`config.mk`:
```
export PLATFORM = sky130hd
export DESIGN_NAME = instruction_sequencer
export DESIGN_NICKNAME = d
export VERILOG_FILES = /design/src/rtl/instruction_sequencer.sv
export SDC_FILE = /design/constraint.sdc
export NUM_CORES = 1
export LEC_CHECK = 0
export ABC_AREA = 1
export CORE_MARGIN = 2
export CORE_UTILIZATION = 50
export DETAILED_ROUTE_END_ITERATION = 16
export HOLD_SLACK_MARGIN = 0.12
export PLACE_DENSITY = 0.93
export SLEW_MARGIN = 40
export SYNTH_ARGS = -nofsm -noshare
export SYNTH_HDL_FRONTEND = slang
export SYNTH_SLANG_ARGS = --single-unit
```
`constraint.sdc`:
```
create_clock -name clk -period 2.3 [get_ports clk]
set_input_delay 0.46 -clock clk [delete_from_list [all_inputs] [get_ports clk]]
set_output_delay 0.46 -clock clk [all_outputs]
set_load 0.03 [all_outputs]
```
`src/rtl/instruction_sequencer.sv`:
```
// Fetch/execute controller for a single-cycle RV32 datapath: owns the PC, fetches over req/ack,
// and gives one commit cycle per instruction. Latency: FETCH (1 + ack wait cycles) then 1 EXEC cycle.
// Backpressure: imem_req and imem_addr are held stable until imem_ack; no ack within FETCH_TIMEOUT cycles faults.
module instruction_sequencer #(
  parameter logic [31:0] RESET_PC      = 32'h0000_0000,
  parameter int          FETCH_TIMEOUT = 16
) (
  input  logic        clk,
  input  logic        rst,
  input  logic        run,
  output logic        imem_req,
  output logic [31:0] imem_addr,
  input  logic        imem_ack,
  input  logic [31:0] imem_rdata,
  output logic [31:0] instruction,
  output logic [31:0] pc,
  output logic [31:0] pc_next,
  output logic        exec_enable,
  output logic        halted,
  output logic        fault,
  output logic [31:0] retired_count
);

  localparam int          CW       = $clog2(FETCH_TIMEOUT + 1);
  localparam logic [CW-1:0] TO_LIMIT = CW'(FETCH_TIMEOUT);
  localparam logic [31:0] NOP      = 32'h0000_0013;
  localparam logic [6:0]  OP_SYSTEM = 7'b1110011;
  localparam logic [6:0]  OP_JAL    = 7'b1101111;

  typedef enum logic [2:0] {
    IDLE  = 3'd0,
    FETCH = 3'd1,
    EXEC  = 3'd2,
    HALT  = 3'd3,
    FAULT = 3'd4
  } state_t;

  state_t        state_q, state_d;
  logic [31:0]   pc_q, pc_d;
  logic [31:0]   instr_q;
  logic [31:0]   retired_q;
  logic [CW-1:0] tcnt_q, tcnt_d;
  logic [CW-1:0] tcnt_inc;

  logic          is_system;
  logic          is_jal;
  logic [31:0]   j_imm;
  logic [31:0]   exec_target;

  // Decode only what the sequencer itself cares about: SYSTEM halts, JAL redirects.
  assign is_system = (instr_q[6:0] == OP_SYSTEM);
  assign is_jal    = (instr_q[6:0] == OP_JAL);
  assign j_imm     = {{11{instr_q[31]}}, instr_q[31], instr_q[19:12], instr_q[20],
                      instr_q[30:21], 1'b0};
  assign exec_target = is_jal    ? (pc_q + j_imm) :
                       is_system ? pc_q :
                                   (pc_q + 32'd4);
  assign tcnt_inc  = tcnt_q + CW'(1);

  assign imem_req      = (state_q == FETCH);
  assign imem_addr     = pc_q;
  assign pc            = pc_q;
  assign pc_next       = pc_q + 32'd4;
  assign instruction   = instr_q;
  assign exec_enable   = (state_q == EXEC) && !is_system;
  assign halted        = (state_q == HALT);
  assign fault         = (state_q == FAULT);
  assign retired_count = retired_q;

  // Next-state, next-PC and fetch-timeout counter; HALT and FAULT are terminal until reset.
  always_comb begin
    state_d = state_q;
    pc_d    = pc_q;
    tcnt_d  = tcnt_q;
    case (state_q)
      IDLE: begin
        tcnt_d = '0;
        if (run) begin
          // A misaligned PC never reaches the memory bus.
          state_d = (pc_q[1:0] != 2'b00) ? FAULT : FETCH;
        end
      end
      FETCH: begin
        if (imem_ack) begin
          tcnt_d  = '0;
          state_d = EXEC;
        end else begin
          tcnt_d = tcnt_inc;
          if (tcnt_inc == TO_LIMIT) begin
            state_d = FAULT;
          end
        end
      end
      EXEC: begin
        pc_d = exec_target;
        if (is_system) begin
          state_d = HALT;
        end else if (run) begin
          state_d = (exec_target[1:0] != 2'b00) ? FAULT : FETCH;
        end else begin
          state_d = IDLE;
        end
      end
      default: begin
        state_d = state_q;
      end
    endcase
  end

  // State, PC, held instruction and retire counter registers; reset wins over everything.
  always_ff @(posedge clk) begin
    if (rst) begin
      state_q   <= IDLE;
      pc_q      <= RESET_PC;
      instr_q   <= NOP;
      retired_q <= '0;
      tcnt_q    <= '0;
    end else begin
      state_q <= state_d;
      pc_q    <= pc_d;
      tcnt_q  <= tcnt_d;
      if ((state_q == FETCH) && imem_ack) begin
        instr_q <= imem_rdata;
      end
      if (state_q == EXEC) begin
        retired_q <= retired_q + 32'd1;
      end
    end
  end

endmodule
```
==> results_dict.tcl <==
set metrics [dict create \
    outcome "finished with violations" \
    violations "negative setup slack" \
    routedWlPerCell_um 18.5 \
    fin_cells 1632 \
    final.setup.tns_ns -0.831 \
    period_share 1.05 \
    die_x_um 128 \
    setup_violations 14 \
    slew_viol_final 0 \
    cts_tree "built" \
    nFillCells 1141 \
    dp_hpwl_mm 22.0 \
    yosysWarnings 0 \
    worst_pin_slew_ns 0.518 \
    grt_max_degree 45 \
    synth_edf_count 0 \
    diodes 0 \
    cp-end-kind "output pin" \
    numPortBuffers 196 \
    ctsRootBufferMaster "clkbuf_16" \
    ys_async_sr_fraction 0 \
    clk_latency_ns 0.37 \
    critPathArrivalTime_ns 1.95 \
    track_usage 0.357 \
    rsz0062_at_grt "yes" \
    fp.dieArea_um2 16300 \
    path_class "reg2out" \
    fin_crit_ns 2.41 \
    grt_first_pass_wirelength_mm 46.0 \
    required_ns 1.84 \
    yosysTopAreaCell "dfxtp_1" \
    cts-hold-fix-buffers 0 \
    syn_inst 1197 \
    routed_wl_mm 30.3 \
    fin_nets 1510 \
    area_delta_synth_final_pct 46.4 \
    whs_ns 0.495 \
    cts.reportedPaths.clkPinSlew_ns 0.07 \
    drc 0 \
    finClkSkew_ns 0.0110 \
    cp_max_fo 4 \
    cts.sinks 103 \
    met3_length_mm 2.65 \
    synth-seq-cells 103 \
    yosysSeqAreaShare 0.270 \
    fmax_mhz 415 \
    drive_above_1_share 0.210 \
    finalWeightedCongestion 1.00 \
    ioPinCount 200 \
    detail_route.iter0.violations 904 \
    finalHoldViolCount 0 \
    cts.path.max_buffers 2 \
    syn_area_um2 7640 \
    slew-limit-headroom 0.654 \
    antenna_found_initial 0 \
    via_per_inst 5.79 \
    yosys.area.top_type_share 0.270 \
    cts_buffers 9 \
    start_kind "flip-flop" \
    leakage_nw 4.94 \
    syn_area_per_cell_um2 6.38 \
    wl_met1_mm 11.7 \
    die_h_um 128 \
    hold_class "reg2reg" \
    dp_slack_ns -0.0367 \
    drv_cap 0 \
    dr_total_vias 9443 \
    ant_nets 0 \
    grt_pass1_vias 8587 \
    place_area_um2 9970 \
    power.total_mw 8.25 \
    start_util 0.506 \
    ir_drop_uv 456 \
    final_core_util 0.741 \
    fin_ws_ns -0.108 \
    dp_cells 1571 \
    dr_wl_met2_mm 14.5 \
    yosysUniqueCellTypes 47 \
    cellPowerDensity_nw_per_um2 738 \
    dr.pass1.iters 7 \
    synthFlopType "dfxtp_1" \
    cts_max_level 3 \
    grt_remaining_overflow 0 \
    rows 45 \
    fp.coreArea_um2 15100 \
    ys_top_cells_by_area "dfxtp_1, nand2_1, nor2_1" \
    fin_area_um2 11200 \
    topRoutingLayerUsed "met4" \
]
[Yosys cell counts (19+ instances only)]
library cell  instances
clkbuf_1             19
nand4_1              20
nand3_1              78
buf_4                35
inv_1               118
nand2_1             282
nor3_1               31
a21oi_1              98
dfxtp_1             103
o21ai_0              78
nor2_1              152
xor2_1               31
ha_1                 33
[layout by cell type, fill, tap and decap left out, types with 8 or more instances in the layout]
cell,Yosys,layout
ha_1,33,28
nand4_1,20,20
buf_12,0,12
nor3_1,31,22
inv_2,8,10
nand2_1,282,260
buf_4,35,104
buf_6,0,12
nor2_1,152,139
a21oi_1,98,91
clkdlybuf4s50_1,0,165
clkbuf_16,0,9
xnor2_1,11,10
nand2_2,7,23
dfxtp_2,0,8
nor2_4,6,14
inv_1,118,114
a31oi_1,10,10
xor2_1,31,20
o21ai_0,78,77
nor2_2,6,11
dfxtp_1,103,74
dfxtp_4,0,21
nor3_2,2,9
nand3_1,78,72
xor2_2,1,10
[final timing paths]
path	depth (start not counted)	endpoint	start	slack, ns
max reg2reg	11	imem_addr[21]	imem_addr[8]	0.01
min reg2reg	2	retired_count[8]	retired_count[8]	0.50
min	2	retired_count[8]	retired_count[8]	0.50
max	9	pc_next[10]	imem_addr[3]	-0.11
[critical path: stages (launching register included)]
cell,delay (ns)
dfxtp_4,0.39
ha_4,0.14
nand2_2,0.05
inv_2,0.08
nand2_2,0.07
nor2_4,0.15
nand2_2,0.11
nor2_4,0.16
xor2_2,0.27
buf_6,0.18
[metal layers]
| layer | GRT usage | vias to the layer above |
|---|---|---|
| met4 | 0.186 | 0 |
| met1 | 0.439 | 4356 |
| li1 | - | 4363 |
| met5 | 0 | - |
| met3 | 0.0678 | 111 |
| met2 | 0.595 | 613 |
[what timing repair did]
action	in CTS	in global routing
endpoints found under the setup margin	33	42
pin swaps	21	35
gates resized for setup	98	70
setup buffers	23	23
[where the power goes]
part / switching [mW] / internal [mW] / total [mW]
Combinational: 2.57 / 1.71 / 4.27
Clock: 0.785 / 0.748 / 1.53
Sequential: 0.369 / 2.07 / 2.44
Total: 3.72 / 4.53 / 8.25
[flip-flops by register name, indices dropped and copies added (netlist names)]
register and flops:
imem_addr 31, instruction 32, retired_count 32, state_q 3
tcnt_q 5
[area by class of cell]
class                           instances  area (um^2)  area share
Inverter                              127          482      0.0431
Clock inverter                          6         50.0     0.00448
Clock buffer                            9          225      0.0201
Multi-Input combinational cell        903         5200       0.465
Tap cell                              188          235      0.0210
Timing Repair Buffer                  296         2840       0.254
Sequential cell                       103         2150       0.192
[logic make-up (layout without fill, tap and decap cells)]
| group | Yosys count | after routing | share of synthesized area |
|---|---|---|---|
| buffers and inverters | 193 | 438 | 0.114 |
| xor gates and xnor gates | 45 | 45 | 0.0545 |
| adders and majority gates | 34 | 34 | 0.0567 |
| and+or+nand+nor | 618 | 618 | 0.364 |
| DFF | 103 | 103 | 0.270 |
| other | 1 | 3 | 0.000491 |
| AOI/OAI and AO/OA | 203 | 203 | 0.141 |
Note: power is estimated with default switching activity, not from simulation.
